==> src/rtl/seg_scan_pkg.sv <==
// Shared types and constants for the 7-segment digit scanner.
//   state_t    : scan FSM state (GUARD = all digits off, DRIVE = one digit on)
//   SEG_BLANK  : decoder input code that produces a blank digit
//   cnt_width  : width of a counter that must reach max(a,b)-1
package seg_scan_pkg;

    typedef enum logic {
        GUARD = 1'b0,
        DRIVE = 1'b1
    } state_t;

    localparam logic [3:0] SEG_BLANK = 4'hF;

    function automatic int cnt_width(input int a, input int b);
        int m;
        m = (a > b) ? a : b;
        return (m < 2) ? 1 : $clog2(m);
    endfunction

endpackage

==> src/rtl/seg_scan_ctrl_if.sv <==
// Display-data update handshake between the timer/FSM (master) and the
// scanner (slave).
//   req  : master -> slave, level request; held until ack is seen
//   data : master -> slave, 4 bits per digit, [3:0] = digit 0 (rightmost)
//   ack  : slave -> master, one-cycle pulse the cycle after data is captured
// Handshake: the master raises req with data and keeps both stable until
// ack. The slave captures only at a frame boundary, so a transfer happens
// when req is high in the frame_tick cycle; ack follows one cycle later.
// Dropping req before a boundary cancels the request (no capture, no ack).
interface seg_scan_ctrl_if #(
    parameter int NUM_DIGITS = 4
);
    logic                    req;
    logic [4*NUM_DIGITS-1:0] data;
    logic                    ack;

    modport master (output req, output data, input ack);
    modport slave  (input req, input data, output ack);
endinterface

==> src/rtl/seg_scan_timer.sv <==
// Terminal counter for the scanner dwell/guard phases.
//   clk, rst_n : clock, async active-low reset
//   clr        : synchronous clear to 0, suppresses tc
//   term       : terminal value; counts 0..term then wraps to 0
//   tc         : high while cnt == term (the last cycle of the phase)
//   cnt        : current count
module seg_scan_timer #(
    parameter int W = 3
) (
    input  logic         clk,
    input  logic         rst_n,
    input  logic         clr,
    input  logic [W-1:0] term,
    output logic         tc,
    output logic [W-1:0] cnt
);

    assign tc = !clr && (cnt == term);

    always_ff @(posedge clk or negedge rst_n) begin
        if (!rst_n) begin
            cnt <= '0;
        end else if (clr || tc) begin
            cnt <= '0;
        end else begin
            cnt <= cnt + 1'b1;
        end
    end

endmodule

==> src/rtl/seg_scan_ctrl.sv <==
// Time-multiplexes NUM_DIGITS 4-bit digits onto one shared 7-segment
// decoder, with an all-off guard period before every digit and a
// frame-synchronous double buffer for display data.
//   clk, rst_n  : clock, async active-low reset
//   scan_en     : 1 = scan; 0 = all digits off, scan frozen on current digit
//   upd         : update handshake (slave side), see seg_scan_ctrl_if
//   seg_code    : digit value to the decoder, 4'hF = blank
//   dig_en_n    : one-hot-low digit enables, all ones = off
//   frame_tick  : one-cycle pulse as the scan wraps from the last digit
//   dbg_state   : current FSM state
// Build option: define LZ_BLANK_EN to blank leading zeros (digit 0 is
// always shown).
module seg_scan_ctrl
    import seg_scan_pkg::*;
#(
    parameter int NUM_DIGITS = 4,
    parameter int DWELL_CYC  = 50000,
    parameter int GUARD_CYC  = 500
) (
    input  logic                  clk,
    input  logic                  rst_n,
    input  logic                  scan_en,
    seg_scan_ctrl_if.slave        upd,
    output logic [3:0]            seg_code,
    output logic [NUM_DIGITS-1:0] dig_en_n,
    output logic                  frame_tick,
    output state_t                dbg_state
);

    localparam int CW = cnt_width(DWELL_CYC, GUARD_CYC);
    localparam int IW = $clog2(NUM_DIGITS);

    state_t                  state, state_nxt;
    logic [IW-1:0]           idx, idx_nxt;
    logic [4*NUM_DIGITS-1:0] shadow, shadow_nxt;
    logic [CW-1:0]           term;
    logic [CW-1:0]           cnt;
    logic                    tc;
    logic                    ack_q, ack_nxt;
    logic                    tick_nxt;
    logic [3:0]              seg_nxt;
    logic [NUM_DIGITS-1:0]   den_nxt;

    assign term      = (state == DRIVE) ? CW'(DWELL_CYC - 1) : CW'(GUARD_CYC - 1);
    assign upd.ack   = ack_q;
    assign dbg_state = state;

    // Disabling the scan clears the counter, so re-enabling always starts
    // with a full guard period.
    seg_scan_timer #(.W(CW)) u_timer (
        .clk   (clk),
        .rst_n (rst_n),
        .clr   (!scan_en),
        .term  (term),
        .tc    (tc),
        .cnt   (cnt)
    );

    always_ff @(posedge clk or negedge rst_n) begin
        if (!rst_n) begin
            state      <= GUARD;
            idx        <= '0;
            shadow     <= {NUM_DIGITS{SEG_BLANK}};
            seg_code   <= SEG_BLANK;
            dig_en_n   <= '1;
            ack_q      <= 1'b0;
            frame_tick <= 1'b0;
        end else begin
            state      <= state_nxt;
            idx        <= idx_nxt;
            shadow     <= shadow_nxt;
            seg_code   <= seg_nxt;
            dig_en_n   <= den_nxt;
            ack_q      <= ack_nxt;
            frame_tick <= tick_nxt;
        end
    end

    // Outputs are computed from the next-state values so the registered
    // outputs line up with the state register; seg_code therefore already
    // holds the new digit throughout its guard period.
    always_comb begin
        state_nxt  = state;
        idx_nxt    = idx;
        shadow_nxt = shadow;
        tick_nxt   = 1'b0;
        ack_nxt    = 1'b0;
        seg_nxt    = SEG_BLANK;
        den_nxt    = '1;

        if (!scan_en) begin
            state_nxt = GUARD;
        end else if (tc) begin
            if (state == GUARD) begin
                state_nxt = DRIVE;
            end else begin
                state_nxt = GUARD;
                if (idx == IW'(NUM_DIGITS - 1)) begin
                    idx_nxt  = '0;
                    tick_nxt = 1'b1;
                end else begin
                    idx_nxt = idx + 1'b1;
                end
            end
        end

        // Capture only in the frame_tick cycle so a frame is never torn.
        if (scan_en && frame_tick && upd.req) begin
            shadow_nxt = upd.data;
            ack_nxt    = 1'b1;
        end

        seg_nxt = shadow_nxt[{idx_nxt, 2'b00} +: 4];
`ifdef LZ_BLANK_EN
        begin
            logic blank;
            // Blank when this digit and every higher digit are zero.
            blank = (idx_nxt != '0);
            for (int i = 0; i < NUM_DIGITS; i++) begin
                if ((IW'(i) >= idx_nxt) && (shadow_nxt[4*i +: 4] != 4'h0)) begin
                    blank = 1'b0;
                end
            end
            if (blank) begin
                seg_nxt = SEG_BLANK;
            end
        end
`endif

        if (state_nxt == DRIVE) begin
            den_nxt[idx_nxt] = 1'b0;
        end
    end

endmodule

==> src/flat_wrapper.sv <==
// flat-port wrapper written by rule: the top's interface ports become plain ports
module seg_scan_ctrl_flat import seg_scan_pkg::*;
#(
    parameter int NUM_DIGITS = 4,
    parameter int DWELL_CYC  = 50000,
    parameter int GUARD_CYC  = 500
)
  (clk, rst_n, scan_en, seg_code, dig_en_n, frame_tick, dbg_state, upd_req, upd_data, upd_ack);
  seg_scan_ctrl_if #(.NUM_DIGITS(NUM_DIGITS)) upd_i ();
  input  logic clk;
  input  logic rst_n;
  input  logic scan_en;
  output logic [3:0] seg_code;
  output logic [NUM_DIGITS-1:0] dig_en_n;
  output logic frame_tick;
  output state_t dbg_state;
  input wire logic [$bits(upd_i.req)-1:0] upd_req;
  input wire logic [$bits(upd_i.data)-1:0] upd_data;
  output wire logic [$bits(upd_i.ack)-1:0] upd_ack;
  assign upd_i.req = upd_req;
  assign upd_i.data = upd_data;
  assign upd_ack = upd_i.ack;
  seg_scan_ctrl #(.NUM_DIGITS(NUM_DIGITS), .DWELL_CYC(DWELL_CYC), .GUARD_CYC(GUARD_CYC)) u_core (.clk(clk), .rst_n(rst_n), .scan_en(scan_en), .upd(upd_i), .seg_code(seg_code), .dig_en_n(dig_en_n), .frame_tick(frame_tick), .dbg_state(dbg_state));
endmodule
==> config.mk <==
export PLATFORM = sky130hd
export DESIGN_NAME = seg_scan_ctrl_flat
export DESIGN_NICKNAME = d
export VERILOG_FILES = /design/src/rtl/seg_scan_pkg.sv /design/src/rtl/seg_scan_ctrl_if.sv /design/src/rtl/seg_scan_timer.sv /design/src/rtl/seg_scan_ctrl.sv /design/src/flat_wrapper.sv
export SDC_FILE = /design/constraint.sdc
export NUM_CORES = 1
export LEC_CHECK = 0
export CORE_MARGIN = 2
export CORE_UTILIZATION = 55
export DETAILED_ROUTE_END_ITERATION = 12
export PLACE_DENSITY_LB_ADDON = 0.05
export SYNTH_ARGS = -nofsm -noshare
export SYNTH_HDL_FRONTEND = slang
export SYNTH_SLANG_ARGS = --single-unit
export TNS_END_PERCENT = 30
==> constraint.sdc <==
create_clock -name clk -period 8.32 [get_ports clk]
set_clock_uncertainty 0.1 [all_clocks]
set_input_delay 1.664 -clock clk [delete_from_list [all_inputs] [get_ports clk]]
set_output_delay 1.664 -clock clk [all_outputs]
set_load 0.1 [all_outputs]
Yosys cells after proc, flatten, opt, wreduce, memory -nomap -nowiden

Cells that the tools add are included.

Bits in registers: 45
Bits in latches: 0
Bits in writable memories: 0
Bits in read-only memories: 0
Input port bits: 20
Output and inout port bits: 11
Logic and storage cells: 40
Memories: 0

Add/subtract/negate cells: 2
Multiply operators: 0
Divide/modulo/power cells: 0
Order comparisons: 2
Equality and inequality tests: 2
Shifts and indexed selects: 1
Multiplexer cells: 18
Bitwise logic cells: 1
Reduce and logical (&&, ||, !) cells: 6

Operator list:

| kind                                                        | number |
|---|---|
| two-way mux 16 bit                                          | 3 |
| adder 16 x 1 -> 16 bit (second input constant)              | 1 |
| == test 16 bit                                              | 1 |
| indexed part select 16 x 5 -> 4 bit                         | 1 |
| two-way mux 1 bit                                           | 9 |
| two-way mux 2 bit                                           | 4 |
| logical AND 1 bit                                           | 4 |
| two-way mux 4 bit                                           | 1 |
| inverter 4 bit                                              | 1 |
| less-than comparator 2 x 3 -> 1 bit (second input constant) | 1 |
| adder 2 x 1 -> 2 bit (second input constant)                | 1 |
| demux 1 bit (select 2 bit)                                  | 1 |
| == test 2 bit (second input constant)                       | 1 |
| >= comparator 2 x 1 -> 1 bit (second input constant)        | 1 |
| zero test 1 bit                                             | 1 |
| logical OR 1 bit                                            | 1 |

Depth between registers and ports, before layout

Gate-level depths: netlist (run 1).

Depth in word-level cells: 11
Mapped depth: 8
Depth with buffers taken out: 8

Cells and area by module

A second synthesis (run 1) with hierarchy kept.

Cells, all modules: 167
Area total of the unflattened synthesis: 2144.6 sq um

Modules (own cells, without submodules):

| module         | times used | cells each | area each (sq um) | sequential area each (sq um) |
|---|---|---|---|---|
| seg_scan_ctrl  | 1          | 69         | 1207.4            | 755.7 |
| seg_scan_timer | 1          | 98         | 937.1             | 400.4 |

Least setup slack after synthesis (run 1)

OpenSTA, ideal clock, no wires.

Kind: flip-flop to flip-flop
From: register u_core.state, in the netlist u_core.dbg_state
To: register u_core.seg_code[0]
Setup time: 0.097 ns
Data arrival time: 2.933 ns
Data required time: 8.123 ns
Slack: 5.190 ns
Stages on the path, launching flop included: 8
Buffers on the path: 0
Clock period less this slack: 3.130 ns
Cell sequence: dfrtp_1 > or4_1 > o31a_1 > nor4_4 > mux2i_2 > clkinv_4 > o22ai_1 > o21ai_0

Longest elaborated chain between the ends: 6
Elaborated cells on any way between the ends: 7
Those cells by class: eq/ne (1); shift (1); mux (4); reduce/logical (1)

Ends and longest elaborated chain:

| what                                  | RTL line             | text |
|---|---|---|
| from (decl)                           | seg_scan_ctrl.sv:33  | `state_t state, state_nxt;` |
| from (signal assigned)                | seg_scan_ctrl.sv:69  | `state <= state_nxt;` |
| two-way mux 16 bit                    | seg_scan_ctrl.sv:44  | `assign term = (state == DRIVE) ? CW'(DWELL_CYC - 1) : CW'(GUARD_CYC - 1);` |
| == test 16 bit                        | seg_scan_timer.sv:18 | `assign tc = !clr && (cnt == term);` |
| logical AND 1 bit                     | seg_scan_timer.sv:18 |  |
| two-way mux 2 bit *                   | seg_scan_ctrl.sv:93  | `end else if (tc) begin` |
| two-way mux 2 bit *                   | seg_scan_ctrl.sv:91  | `if (!scan_en) begin` |
| net u_core.idx_nxt[1]                 | seg_scan_ctrl.sv:34  | `logic [IW-1:0] idx, idx_nxt;` |
| indexed part select 16 x 5 -> 4 bit * | seg_scan_ctrl.sv:113 | `seg_nxt = shadow_nxt[{idx_nxt, 2'b00} +: 4];` |
| net u_core.seg_nxt[0]                 | seg_scan_ctrl.sv:41  | `logic [3:0] seg_nxt;` |
| to (signal assigned)                  | seg_scan_ctrl.sv:72  | `seg_code <= seg_nxt;` |
| to (decl)                             | seg_scan_ctrl.sv:24  | `output logic [3:0] seg_code,` |

The timed path passes the listed nets; every way through them passes the cells marked *.

Final worst setup path (run 1)

From: register u_core.state, in the netlist u_core.dbg_state
To: output dbg_state

RTL lines:

| what      | RTL line           | text |
|---|---|---|
| to (decl) | flat_wrapper.sv:16 | `output state_t dbg_state;` |

No word-level cell between the ends.

==> results of run 1 <==
[power groups by stage]
stage                     combinational (mW)  sequential (mW)  clock, mW
after global placement                0.0173            0.226          0
after CTS                             0.0179            0.222      0.169
after global routing                  0.0194            0.222      0.180
after detailed placement              0.0178            0.226          0
after floorplan                      0.00513            0.225          0
final                                 0.0174            0.222      0.165
[cells by family after synthesis]
group                      count (synthesis)
DFF                                       45
and+or+nand+nor                           58
adders and majority gates                  2
xor gates and xnor gates                  14
AOI/OAI and AO/OA                          9
buffers and inverters                     12
muxes                                     27
[routing by layer]
layer | vias to the layer above | GRT usage
li1 | 641 | -
met1 | 672 | 0.246
met2 | 44 | 0.299
met3 | 5 | 0.0538
met4 | 0 | 0.0638
met5 | - | 0
[stage by stage]
step | area, um2 | cells | util
after floorplan | 2020 | 167 | -
after CTS | 2460 | 248 | 0.683
after detailed placement | 2350 | 240 | 0.651
after global routing | 2460 | 248 | 0.683
final | 2460 | 248 | 0.683
after global placement | 2350 | 240 | 0.651
[sequential cells by signal, summed over array words and instances, names as in the netlist]
name and count:
u_core.shadow 16, u_core.u_timer.cnt 16, u_core.dig_en_n 4, u_core.seg_code 4, u_core.idx 2, u_core.dbg_state 1, u_core.frame_tick 1, u_core.upd.ack 1
[path summary, 6_finish.rpt]
| kind | start | end | slack, ns | cells after the start |
|---|---|---|---|---|
| setup / recovery | u_core.dbg_state | dbg_state | 4.57 | 1 |
| hold / removal | u_core.u_timer.cnt[0] | u_core.u_timer.cnt[0] | 0.39 | 1 |
| setup reg to reg | u_core.dbg_state | u_core.seg_code[0] | 5.38 | 7 |
| hold reg to reg | u_core.u_timer.cnt[0] | u_core.u_timer.cnt[0] | 0.39 | 1 |
| max in group asynchronous | rst_n | u_core.u_timer.cnt[9] | 6.14 | 1 |
| min in group asynchronous | rst_n | u_core.idx[0] | 1.41 | 1 |
[cell usage in the layout, fill, tap and decap left out, types with 2 or more instances in the layout]
cell type         n
nand3_1          13
dfstp_2          24
xnor2_1           6
mux2_2           15
clkdlybuf4s50_1  29
xor2_1            8
clkbuf_8          6
inv_1             6
dfrtp_1          21
or4_1             2
mux2i_1          11
ha_1              2
nor3_1            3
nor2_1           20
and4_1            2
o21ai_0           2
or3_1             2
o31a_1            2
nand2_1           7
nand4_1           3
[layout make-up]
type / instances / area (um2) / area share
clock buffer: 7 / 86.3 / 0.0350
timing repair buffer: 30 / 295 / 0.120
multi-input combinational: 110 / 805 / 0.327
inverter: 7 / 31.3 / 0.0127
clock inverter: 1 / 30.0 / 0.0122
tap: 48 / 60.1 / 0.0244
sequential: 45 / 1160 / 0.469
==> results.txt, run 1 <==
Antenna-violating nets left: 0
Fraction of final layout cells with drive strength greater than 1: 0.250
Area of the die: 0.00417 mm2
Cells along the critical path: clkdlybuf4s50_1
Proportion of total power due to net switching: 0.189
Sequential area share after synthesis: 0.573
Synth Flop Type: dfstp_2
Max frequency: 0.267 GHz
Routed length on met3: 191 um
Via count of the first global-routing pass: 1302
Kind of cell with the highest combined delay on the critical path: buffers and inverters
Number of resized instances in the post-cts repair step: 0
Total setup buffers inserted after CTS: 0
Initial Util: 0.560
Part of the power in combinational logic: 0.043
Multiplexer area fraction after synthesis: 0.145
Number of synthesized flops with an enable pin: 0
Detailed-routed wire length on met2: 1.67 mm
Internal power consumption: 0.327 mW
Crit path kind: register to output port
Number of buffers inserted during clock tree synthesis: 5
Synthesis Warnings: 0
Cell type contributing the most total cell area after synthesis: dfstp_2
CTS max path bufs: 2
Cell area after technology mapping: 0.00202 mm2
Post-layout minimum cycle time: 3.75 ns
Nets in the synthesized netlist: 189
Iteration-0 DRC Markers: 107
Global-route wire length before repair: 5.83 mm
Portion of total power attributed to the clock network: 0.407
CTS H-tree lvls: 2
Post-synthesis xor/xnor area fraction: 0.0608
Type of element launching the critical path: register
Pin count of the biggest net entering global routing: 46
Final WL: 3.47 mm
TritonRoute pass-1 iters: 4
Setup TNS Final: 0 ns
I/O pins: 31
Main combinational cell family by area after synthesis: simple AND/OR/NAND/NOR gates
Net total in the final layout: 221
Layout area overhead: 22.1%
Total GRT Usage: 0.187
Cell leakage power: 1.04 nW
Fraction of the mapped netlist area in compound gates: 0.0298
Final-report setup violation count: 0
TritonCTS clock tree: yes
WP buf/inv: 1
Post-Synthesis Cells: 167
Worst-margin pin slew: 0.979 ns
Worst EP required: 6.56 ns
Remaining max-slew budget at the tightest pin: 0.345
Adder-cell share of the synthesized area: 0.0124
Result of the run: finished, final reports clean
Detail-routed net length per standard cell: 14.0 um
Largest driver fanout on the critical path: 8
Detailed Place HPWL: 2.47 mm
Switch Pwr: 0.0762 mW
Final number of hold-violating endpoints: 0
Async set or reset register ratio after synthesis: 1.00
Filler Cell Count: 276
Hold Slack: 0.386 ns
Path class of the lowest-slack min-delay path: register to register
Arrival time at the worst endpoint: 1.99 ns
Detailed-routing wirelength on met1: 1.56 mm
Leftover overflow at the end of global routing: 0
Basic-gate share of the synthesized area counting and, or, nand and nor cells: 0.151
Worst-case setup margin in the final layout: 4.57 ns
Gp weighted congestion: 0.832
Antenna violations before repair: 0
Most instantiated cells after synthesis: 24 x dfstp_2, 21 x dfrtp_1, 20 x nor2_1
Final count of pins violating max slew: 0
Routed vias: 1362
Average via count per standard cell: 5.49
Clock transition at the registers of the reported paths: 0.08 ns
Worst VDD drop: 0.104 mV
Number of unique standard cell types used by synthesis: 33
Die Span X: 64.6 um
Clock insertion delay at the later pin of the skew report: 0.29 ns
Post-synthesis register bit count: 45
Element type at the critical path end: output port
RSZ-0062 raised after global routing: no
Longest individual stage delay on the worst path: 1.19 ns
Final worst-path cycle share: 0.451
Clock Root Buffer: clkbuf_8
Vert. Die Dim: 64.6 um
Antenna cells: 0
Area fraction of the dominant cell type after synthesis: 0.312
Num Clock Sinks: 45
Most used standard cell by instance count after synthesis: dfstp_2
Core area: 0.00361 mm2
Worst setup timing slack at the placement stage: 4.33 ns
DRC violations left: 0
Portion of total power attributed to sequential cells: 0.549
Master of the slowest instance on the critical path: clkdlybuf4s50_1
Hold buffer count at CTS: 0
Port Buffers: 30
Power density normalized to cell area: 164 mW/mm2
Mean cell area of the mapped netlist: 12.1 um2
Number of violations of the max-capacitance limit: 0
Area contributors post-synth: dfstp_2 31%, dfrtp_1 26%, mux2_2 8.4%, mux2i_1 5.5%, nor2_1 3.7%
Total chip power: 0.404 mW
Highest layer used for signal routing: met4
FP Rows: 22
(Power assumes the default switching activity.)
==> inputs of run 2 (changes only) <==
--- a/config.mk
+++ b/config.mk
@@ -6,7 +6,7 @@
 export NUM_CORES = 1
 export LEC_CHECK = 0
 export CORE_MARGIN = 2
-export CORE_UTILIZATION = 55
+export CORE_UTILIZATION = 53
 export DETAILED_ROUTE_END_ITERATION = 12
 export PLACE_DENSITY_LB_ADDON = 0.05
 export SYNTH_ARGS = -nofsm -noshare
==> constraint.sdc (replaced) <==
create_clock -name clk -period 3.5 [get_ports clk]
set_clock_uncertainty 0.1 [all_clocks]
set_input_delay 0.7 -clock clk [delete_from_list [all_inputs] [get_ports clk]]
set_output_delay 0.7 -clock clk [all_outputs]
set_load 0.1 [all_outputs]
==> run 2 against run 1 <==
Against the previous run: combinational power is 140% higher; worst hold slack better by 0.0051 ns; flip-flop and latch count stayed put; clock power is 140% higher; first-iteration DRC count is 43% lower; total power is 140% higher; critical path depth is 6 higher; critical endpoint is now u_core.seg_code[0].
==> results.txt, run 2 (synthesis gave the netlist of run 1 again) <==
FP Rows: 22 (unchanged)
Cells along the critical path: or4_1 > o31a_1 > nor4_4 > mux2i_2 > clkinv_4 > o22ai_1 > o21ai_0 (was clkdlybuf4s50_1)
Detail-routed net length per standard cell: 14.8 um (was 14.0 um)
Layout area overhead: 21.3% (was 22.1%)
Iteration-0 DRC Markers: 61 (was 107)
Max frequency: 0.339 GHz
Via count of the first global-routing pass: 1333 (was 1302)
Area of the die: 0.00432 mm2 (was 0.00417 mm2)
Worst EP required: 3.59 ns (was 6.56 ns)
Type of element launching the critical path: register (unchanged)
Total chip power: 0.957 mW (was 0.404 mW)
DRC violations left: 0 (unchanged)
Detailed Place HPWL: 2.63 mm (was 2.47 mm)
Number of buffers inserted during clock tree synthesis: 5 (unchanged)
Highest-count cells in the layout ignoring fill and taps: 24 x dfstp_2, 21 x dfrtp_1, 20 x nor2_1, 20 x clkdlybuf4s50_1, 15 x mux2_2 (was 29 x clkdlybuf4s50_1, 24 x dfstp_2, 21 x dfrtp_1)
Final count of pins violating max slew: 0 (unchanged)
Cell leakage power: 1.05 nW (was 1.04 nW)
Worst reg2reg path endpoint: u_core.seg_code[0] (unchanged)
Final worst-path cycle share: 0.842
Final-report setup violation count: 0 (unchanged)
Antenna cells: 0 (unchanged)
Routed vias: 1352 (was 1362)
Post-layout minimum cycle time: 2.95 ns
Leftover overflow at the end of global routing: 0 (unchanged)
Die Span X: 65.7 um (was 64.6 um)
CTS H-tree lvls: 2 (unchanged)
Initial Util: 0.551 (was 0.560)
Worst VDD drop: 0.291 mV (was 0.104 mV)
Final number of hold-violating endpoints: 0 (unchanged)
Antenna-violating nets left: 0 (unchanged)
Crit path kind: register to register (was register to output port)
Final WL: 3.69 mm (was 3.47 mm)
Clock Root Buffer: clkbuf_8 (unchanged)
Power density normalized to cell area: 391 mW/mm2 (was 164 mW/mm2)
Global-route wire length before repair: 6.29 mm (was 5.83 mm)
Result of the run: finished, final reports clean (unchanged)
Setup TNS Final: 0 ns (unchanged)
End point of the critical path: u_core.seg_code[0] (was dbg_state)
Reg-to-reg setup timing slack: 0.55 ns (was 5.38 ns)
Worst-margin pin slew: 0.971 ns (was 0.979 ns)
Antenna violations before repair: 0 (unchanged)
Remaining max-slew budget at the tightest pin: 0.350 (was 0.345)
Arrival time at the worst endpoint: 3.04 ns (was 1.99 ns)
Core area: 0.00366 mm2 (was 0.00361 mm2)
TritonRoute pass-1 iters: 4 (unchanged)
Num Clock Sinks: 45 (unchanged)
Filler Cell Count: 295 (was 276)
Element type at the critical path end: register (was output port)
Pin count of the biggest net entering global routing: 46 (unchanged)
Fraction of final layout cells with drive strength greater than 1: 0.299 (was 0.250)
Depth of the worst register-to-register path: 7 (unchanged)
Number of resized instances in the post-cts repair step: 0 (unchanged)
Hold buffer count at CTS: 0 (unchanged)
Worst flop-to-flop path startpoint: u_core.dbg_state (unchanged)
CTS max path bufs: 2 (unchanged)
I/O pins: 31 (unchanged)
First element of the critical path: u_core.dbg_state (unchanged)
Clock transition at the registers of the reported paths: 0.08 ns (about the same)
TritonCTS clock tree: yes (unchanged)
Average via count per standard cell: 5.43 (was 5.49)
Total setup buffers inserted after CTS: 0 (unchanged)
Largest driver fanout on the critical path: 9 (was 8)
Number of violations of the max-capacitance limit: 0 (unchanged)
Net total in the final layout: 222 (was 221)
Total GRT Usage: 0.194 (was 0.187)
Gp weighted congestion: 0.898 (was 0.832)
Vert. Die Dim: 65.7 um (was 64.6 um)
Path class of the lowest-slack min-delay path: register to register (unchanged)
Port Buffers: 30 (unchanged)
Longest individual stage delay on the worst path: 0.54 ns (was 1.19 ns)
Leading cell type in the layout, fill and taps excluded: dfstp_2 (was clkdlybuf4s50_1)
Biggest registers after layout: u_core.shadow (16), u_core.u_timer.cnt (16) (unchanged)
RSZ-0062 raised after global routing: no (unchanged)
Master of the slowest instance on the critical path: or4_1 (was clkdlybuf4s50_1)
Clock insertion delay at the later pin of the skew report: 0.29 ns (about the same)
[run 2: how the worst min path moves through the flow]
stage,cells after the start,end,startpoint
2_1_floorplan,0,u_core.dbg_state,rst_n
3_3_place_gp,1,u_core.u_timer.cnt[0],u_core.u_timer.cnt[0]
3_5_place_dp,1,u_core.dig_en_n[3],u_core.idx[0]
4_1_cts,1,u_core.dig_en_n[3],u_core.idx[0]
5_1_grt,1,u_core.dig_en_n[3],u_core.idx[0]
6_report,1,u_core.dig_en_n[3],u_core.idx[0]
[run 2: stage by stage]
| step | hold slack (ns) | utilization | cell area [um2] | setup slack (ns) | cells |
|---|---|---|---|---|---|
| after detailed placement | 0.384 | 0.637 | 2330 | 0.570 | 241 |
| after floorplan | 0.304 | - | 2020 | 0.370 | 167 |
| after global placement | 0.381 | 0.637 | 2330 | 0.727 | 241 |
| after CTS | 0.395 | 0.669 | 2450 | 0.561 | 249 |
| after global routing | 0.421 | 0.669 | 2450 | 0.356 | 249 |
| final | 0.391 | 0.669 | 2450 | 0.552 | 249 |
[run 2: routing by layer]
layer / vias up / routed length, um / part of all wire / track usage
li1: 644 / - / - / -
met1: 664 / 1700 / 0.46 / 0.269
met2: 40 / 1780 / 0.48 / 0.303
met5: - / 0 / 0 / 0
met4: 0 / 35 / 0.0095 / 0.0625
met3: 4 / 174 / 0.047 / 0.0428
[run 2: worst max-delay path: cells and delay by family, from the launching register on]
| family | cells | cell delay (ns) |
|---|---|---|
| and+or+nand+nor | 2 | 0.93 |
| AOI/OAI and AO/OA | 3 | 0.61 |
| muxes | 1 | 0.52 |
| DFF | 1 | 0.47 |
| buffers and inverters | 1 | 0.20 |
[run 2: report_power, final]
| group | switching [mW] | internal (mW) |
|---|---|---|
| Combinational | 0.0193 | 0.0221 |
| Clock | 0.156 | 0.232 |
| Sequential | 0.00362 | 0.524 |
| Total | 0.179 | 0.778 |
[run 2: area by class of cell]
class                      instances  area (um2)  share of cell area
clock inverter                     1        30.0              0.0123
timing repair buffer              31         280               0.114
sequential                        45        1160               0.472
inverter                           7        31.3              0.0128
clock buffer                       7        86.3              0.0353
multi-input combinational        110         805               0.329
tap                               48        60.1              0.0245
==> inputs of run 3 (changes only) <==
--- a/config.mk
+++ b/config.mk
@@ -6,7 +6,7 @@
 export NUM_CORES = 1
 export LEC_CHECK = 0
 export CORE_MARGIN = 2
-export CORE_UTILIZATION = 53
+export CORE_UTILIZATION = 48
 export DETAILED_ROUTE_END_ITERATION = 12
 export PLACE_DENSITY_LB_ADDON = 0.05
 export SYNTH_ARGS = -nofsm -noshare
==> constraint.sdc (replaced) <==
create_clock -name clk -period 2.5 [get_ports clk]
set_clock_uncertainty 0.1 [all_clocks]
set_input_delay 0.5 -clock clk [delete_from_list [all_inputs] [get_ports clk]]
set_output_delay 0.5 -clock clk [all_outputs]
set_load 0.1 [all_outputs]
==> run 3 against run 2 <==
Against the previous run: the flow now finishes with violations (setup timing); register-to-register slack worse by 0.61 ns; via count increased by 4.1%; clock power rose by 16%; total power is 31% higher; global-route usage increased by 0.50 points; highest routed layer unchanged; cell area rose by 5.3%; sequential power up 39%; die area increased by 9.8%; flip-flop and latch count did not move; utilization is 2.9 points lower; wire length up 9.3%; critical path depth stayed put.
==> results.txt, run 3 (synthesis gave the netlist of run 1 again) <==
Reg-to-reg setup timing slack: -0.06 ns (was 0.55 ns)
Final WL: 4.03 mm (was 3.69 mm)
Via count of the first global-routing pass: 1500 (was 1333)
Number of buffers inserted during clock tree synthesis: 5 (unchanged)
Fraction of final layout cells with drive strength greater than 1: 0.369 (was 0.299)
Layout area overhead: 27.8% (was 21.3%)
Die Span X: 68.8 um (was 65.7 um)
Arrival time at the worst endpoint: 2.67 ns (was 3.04 ns)
I/O pins: 31 (unchanged)
CTS H-tree lvls: 2 (unchanged)
Clock Root Buffer: clkbuf_8 (unchanged)
DRC violations left: 0 (unchanged)
Remaining max-slew budget at the tightest pin: 0.635 (was 0.350)
Type of element launching the critical path: register (unchanged)
Final-report setup violation count: 4 (was 0)
Worst EP required: 2.61 ns (was 3.59 ns)
Violated checks: setup timing
Leftover overflow at the end of global routing: 0 (unchanged)
Vert. Die Dim: 68.8 um (was 65.7 um)
End point of the critical path: u_core.seg_code[2] (was u_core.seg_code[0])
Depth of the worst register-to-register path: 7 (unchanged)
Net total in the final layout: 238 (was 222)
Setup TNS Final: -0.147 ns (was 0 ns)
Worst VDD drop: 0.370 mV (was 0.291 mV)
TritonRoute pass-1 iters: 4 (unchanged)
First element of the critical path: u_core.dbg_state (unchanged)
Iteration-0 DRC Markers: 98 (was 61)
Final count of pins violating max slew: 0 (unchanged)
Clock transition at the registers of the reported paths: 0.09 ns (was 0.08 ns)
Num Clock Sinks: 45 (unchanged)
Antenna cells: 0 (unchanged)
Biggest registers after layout: u_core.shadow (16), u_core.u_timer.cnt (16) (unchanged)
Hold Slack: 0.0810 ns (was 0.391 ns)
Result of the run: finished with violations (was finished, final reports clean)
Initial Util: 0.501 (was 0.551)
Area of the die: 0.00474 mm2 (was 0.00432 mm2)
Largest driver fanout on the critical path: 7 (was 9)
Detail-routed net length per standard cell: 15.1 um (was 14.8 um)
Element type at the critical path end: register (unchanged)
Global-route wire length before repair: 6.67 mm (was 6.29 mm)
Filler-free cell count of the finished design: 267 (was 249)
Gp weighted congestion: 0.817 (was 0.898)
Antenna-violating nets left: 0 (unchanged)
Power density normalized to cell area: 488 mW/mm2 (was 391 mW/mm2)
Final number of hold-violating endpoints: 0 (unchanged)
Path class of the lowest-slack min-delay path: primary input to asynchronous set/reset pin (was register to register)
Worst-case setup margin in the final layout: -0.0555 ns (was 0.552 ns)
Number of instances in the placed design: 258 (was 241)
Total GRT Usage: 0.199 (was 0.194)
Antenna violations before repair: 0 (unchanged)
Worst-margin pin slew: 0.548 ns (was 0.971 ns)
Clock insertion delay at the later pin of the skew report: 0.30 ns (was 0.29 ns)
CTS max path bufs: 2 (unchanged)
Detailed Place HPWL: 3.07 mm (was 2.63 mm)
Utilization of the core after routing: 0.640 (was 0.669)
Final worst-path cycle share: 1.02 (was 0.842)
Crit path kind: register to register (unchanged)
Filler Cell Count: 324 (was 295)
Port Buffers: 30 (unchanged)
Leading cell type in the layout, fill and taps excluded: buf_4 (was dfstp_2)
Core area: 0.00403 mm2 (was 0.00366 mm2)
Pin count of the biggest net entering global routing: 26 (was 46)
Cell leakage power: 1.12 nW (was 1.05 nW)
Post-layout minimum cycle time: 2.56 ns (was 2.95 ns)
FP Rows: 23 (was 22)
Worst setup timing slack at the placement stage: -0.131 ns (was 0.570 ns)
TritonCTS clock tree: yes (unchanged)
Max frequency: 0.391 GHz (was 0.339 GHz)
Average via count per standard cell: 5.27 (was 5.43)
Highest-count cells in the layout ignoring fill and taps: 27 x buf_4, 24 x dfstp_2, 20 x nor2_1, 20 x dfrtp_1, 18 x clkdlybuf4s50_1 (was 24 x dfstp_2, 21 x dfrtp_1, 20 x nor2_1, 20 x clkdlybuf4s50_1, 15 x mux2_2)
RSZ-0062 raised after global routing: yes (was no)
Number of violations of the max-capacitance limit: 0 (unchanged)
Worst reg2reg path endpoint: u_core.seg_code[2] (was u_core.seg_code[0])
Worst flop-to-flop path startpoint: u_core.dbg_state (unchanged)
Routed vias: 1407 (was 1352)
-- run 3: final cells by class --
| class | instances | area, um2 | area share |
|---|---|---|---|
| clock buffers | 8 | 90.1 | 0.0349 |
| repair buffers | 47 | 399 | 0.155 |
| inverters | 7 | 31.3 | 0.0121 |
| flip-flops and latches | 45 | 1160 | 0.450 |
| well taps | 50 | 62.6 | 0.0243 |
| multi-input cells | 110 | 836 | 0.324 |
-- run 3: per-layer routing --
layer,up-vias,part of all wire,track usage,routed length [um]
met5,-,0,0,0
met4,0,0.016,0.0784,63
met3,6,0.039,0.0552,159
met2,30,0.52,0.356,2090
met1,698,0.43,0.223,1720
li1,673,-,-,-
-- run 3: worst max-delay path, stage by stage (launching register included) --
cell      delay, ns
dfrtp_4        0.48
or4_1          0.51
o31a_1         0.34
nor4_4         0.25
mux2i_4        0.36
clkinv_4       0.13
mux2i_1        0.14
mux2i_1        0.15
-- run 3: stage by stage --
stage | cell area [um2] | total power [mW]
5_1_grt | 2580 | 1.32
6_report | 2580 | 1.26
3_3_place_gp | 2460 | 0.817
2_1_floorplan | 2040 | 0.767
3_5_place_dp | 2460 | 0.820
4_1_cts | 2570 | 1.28
-- run 3: where the power goes --
part	internal [mW]	leakage, nW	switching, mW	total [mW]
Sequential	0.734	0.532	0.00254	0.736
Combinational	0.0383	0.545	0.0321	0.0704
Clock	0.225	0.0455	0.226	0.452
-- run 3: worst min-delay path by stage --
stage / start / endpoint / slack [ns] / depth (start not counted)
4_1_cts: rst_n / u_core.u_timer.cnt[4] / 0.09 / 1
5_1_grt: rst_n / u_core.u_timer.cnt[2] / 0.11 / 1
3_3_place_gp: rst_n / u_core.u_timer.cnt[6] / 0.41 / 1
6_report: rst_n / u_core.dbg_state / 0.08 / 1
3_5_place_dp: rst_n / u_core.u_timer.cnt[6] / 0.42 / 1
2_1_floorplan: rst_n / u_core.frame_tick / 0.10 / 0
-- run 3: timing repair --
action,CTS,global route
setup endpoints to repair,3,9
resized for setup,2,1
pin swaps,2,0
buffers inserted,1,0
hold buffers,0,0
cloned,0,0
==> RTL change: new RTL, flow settings as in run 3 <==
`NUM_DIGITS` is set to 4 in 3 places; all go to 2. Comments in the files are not updated.
--- a/src/rtl/seg_scan_ctrl_if.sv
+++ b/src/rtl/seg_scan_ctrl_if.sv
@@ -8,7 +8,7 @@
 // when req is high in the frame_tick cycle; ack follows one cycle later.
 // Dropping req before a boundary cancels the request (no capture, no ack).
 interface seg_scan_ctrl_if #(
-    parameter int NUM_DIGITS = 4
+    parameter int NUM_DIGITS = 2
 );
     logic                    req;
     logic [4*NUM_DIGITS-1:0] data;
--- a/src/rtl/seg_scan_ctrl.sv
+++ b/src/rtl/seg_scan_ctrl.sv
@@ -13,7 +13,7 @@
 module seg_scan_ctrl
     import seg_scan_pkg::*;
 #(
-    parameter int NUM_DIGITS = 4,
+    parameter int NUM_DIGITS = 2,
     parameter int DWELL_CYC  = 50000,
     parameter int GUARD_CYC  = 500
 ) (
--- a/src/flat_wrapper.sv
+++ b/src/flat_wrapper.sv
@@ -1,7 +1,7 @@
 // flat-port wrapper written by rule: the top's interface ports become plain ports
 module seg_scan_ctrl_flat import seg_scan_pkg::*;
 #(
-    parameter int NUM_DIGITS = 4,
+    parameter int NUM_DIGITS = 2,
     parameter int DWELL_CYC  = 50000,
     parameter int GUARD_CYC  = 500
 )
Interface: changed (resized dig_en_n and upd_data); port bits go from 31 to 21. The function was not compared with the original's and may differ.
==> RTL change against run 3 <==
Sequential share of layout area up 2.1 points. Die area down 22%. Cell count shrank 24%. Via count is 26% lower. Routed wire length down 34%. Total power fell by 27%. Final area is 28% lower. Non-clock buffer count down 24. Setup slack improved by 0.33 ns. Sequential cell count is 11 lower. First-iteration DRC count shrank 73%. Area after synthesis down 23%. Critical endpoint is now u_core.u_timer.cnt[10]. Largest cell class unchanged.
==> RTL change: results <==
metrics = {
    "status": {
        "status": "completed",
    },
    "drt": {
        "met1_length_um": 1320,
        "met2_length_um": 1170,
        "routed_via_density": 5.16,
        "wl_met3_um": 135,
        "drtIter0Drc": 26,
    },
    "global_routing": {
        "grt_max_degree": 35,
        "grt_first_pass_wirelength_um": 4630,
        "grt_util_all_layers": 0.175,
    },
    "setup_path": {
        "rr_endpoint": "u_core.u_timer.cnt[10]",
        "crit_arrival_ns": 2.34,
        "slowest_delay_ns": 0.45,
        "critPathMaxFanout": 15,
        "rrSetupSlack_ns": 0.28,
    },
    "timing": {
        "tightest_slew_ns": 0.494,
        "holdWs_ns": 0.412,
    },
    "placed_design": {
        "io_buffers": 20,
        "place.gp.congestion": 0.740,
        "place_area_um2": 1790,
        "dp.cells": 194,
    },
    "synth": {
        "synth_seq_area_share": 0.561,
        "netlist_instances": 129,
        "synth_common_cells": "nor2_1 (22), dfrtp_1 (20), dfstp_2 (14)",
        "synth_cell_types": 32,
    },
    "power": {
        "power_leakage_nw": 0.816,
        "sequentialPowerShare": 0.611,
        "p_clk_uw": 314,
        "intPower_uw": 713,
        "ir_drop_mv": 0.293,
        "clkPwrFrac": 0.343,
    },
    "cells_and_area": {
        "fill_cells": 263,
        "drive_gt1_frac": 0.310,
        "reg_top3": "u_core.u_timer.cnt: 16 flops, u_core.shadow: 8 flops, u_core.seg_code: 4 flops",
    },
    "clock_network": {
        "post_cts_buffers": 0,
        "cts_resized": 0,
    },
    "hold_path": {
        "hp-class": "flop to flop",
    },
}
## RTL change: cell types whose count changed after synthesis, sizes merged, moves of 4 or more
cell / run 3 / this run
clkbuf: 4 / 0
dfstp: 24 / 14
mux2i: 12 / 2
nand3: 13 / 5
## RTL change: logic make-up after synthesis
family | after synthesis | share of synthesized area
multiplexers | 15 | 0.116
AND/OR/NAND/NOR | 54 | 0.193
flip-flops | 34 | 0.561
buffers and inverters | 7 | 0.0226
adder cells (fa/ha/maj) | 2 | 0.0162
XOR/XNOR | 15 | 0.0849
AO/OA/AOI/OAI | 2 | 0.00647
## RTL change: area by class of cell
cell class	instances	area share
timing repair buffer	23	0.108
clock inverter	1	0.00271
multi-input combinational	88	0.349
sequential	34	0.471
clock buffer	7	0.0298
tap	44	0.0298
inverter	5	0.0102
## RTL change: layer usage
metal,GRT usage,vias up
met5,0,-
met4,0.0652,0
met3,0.0640,5
met2,0.255,20
met1,0.239,515
li1,-,502
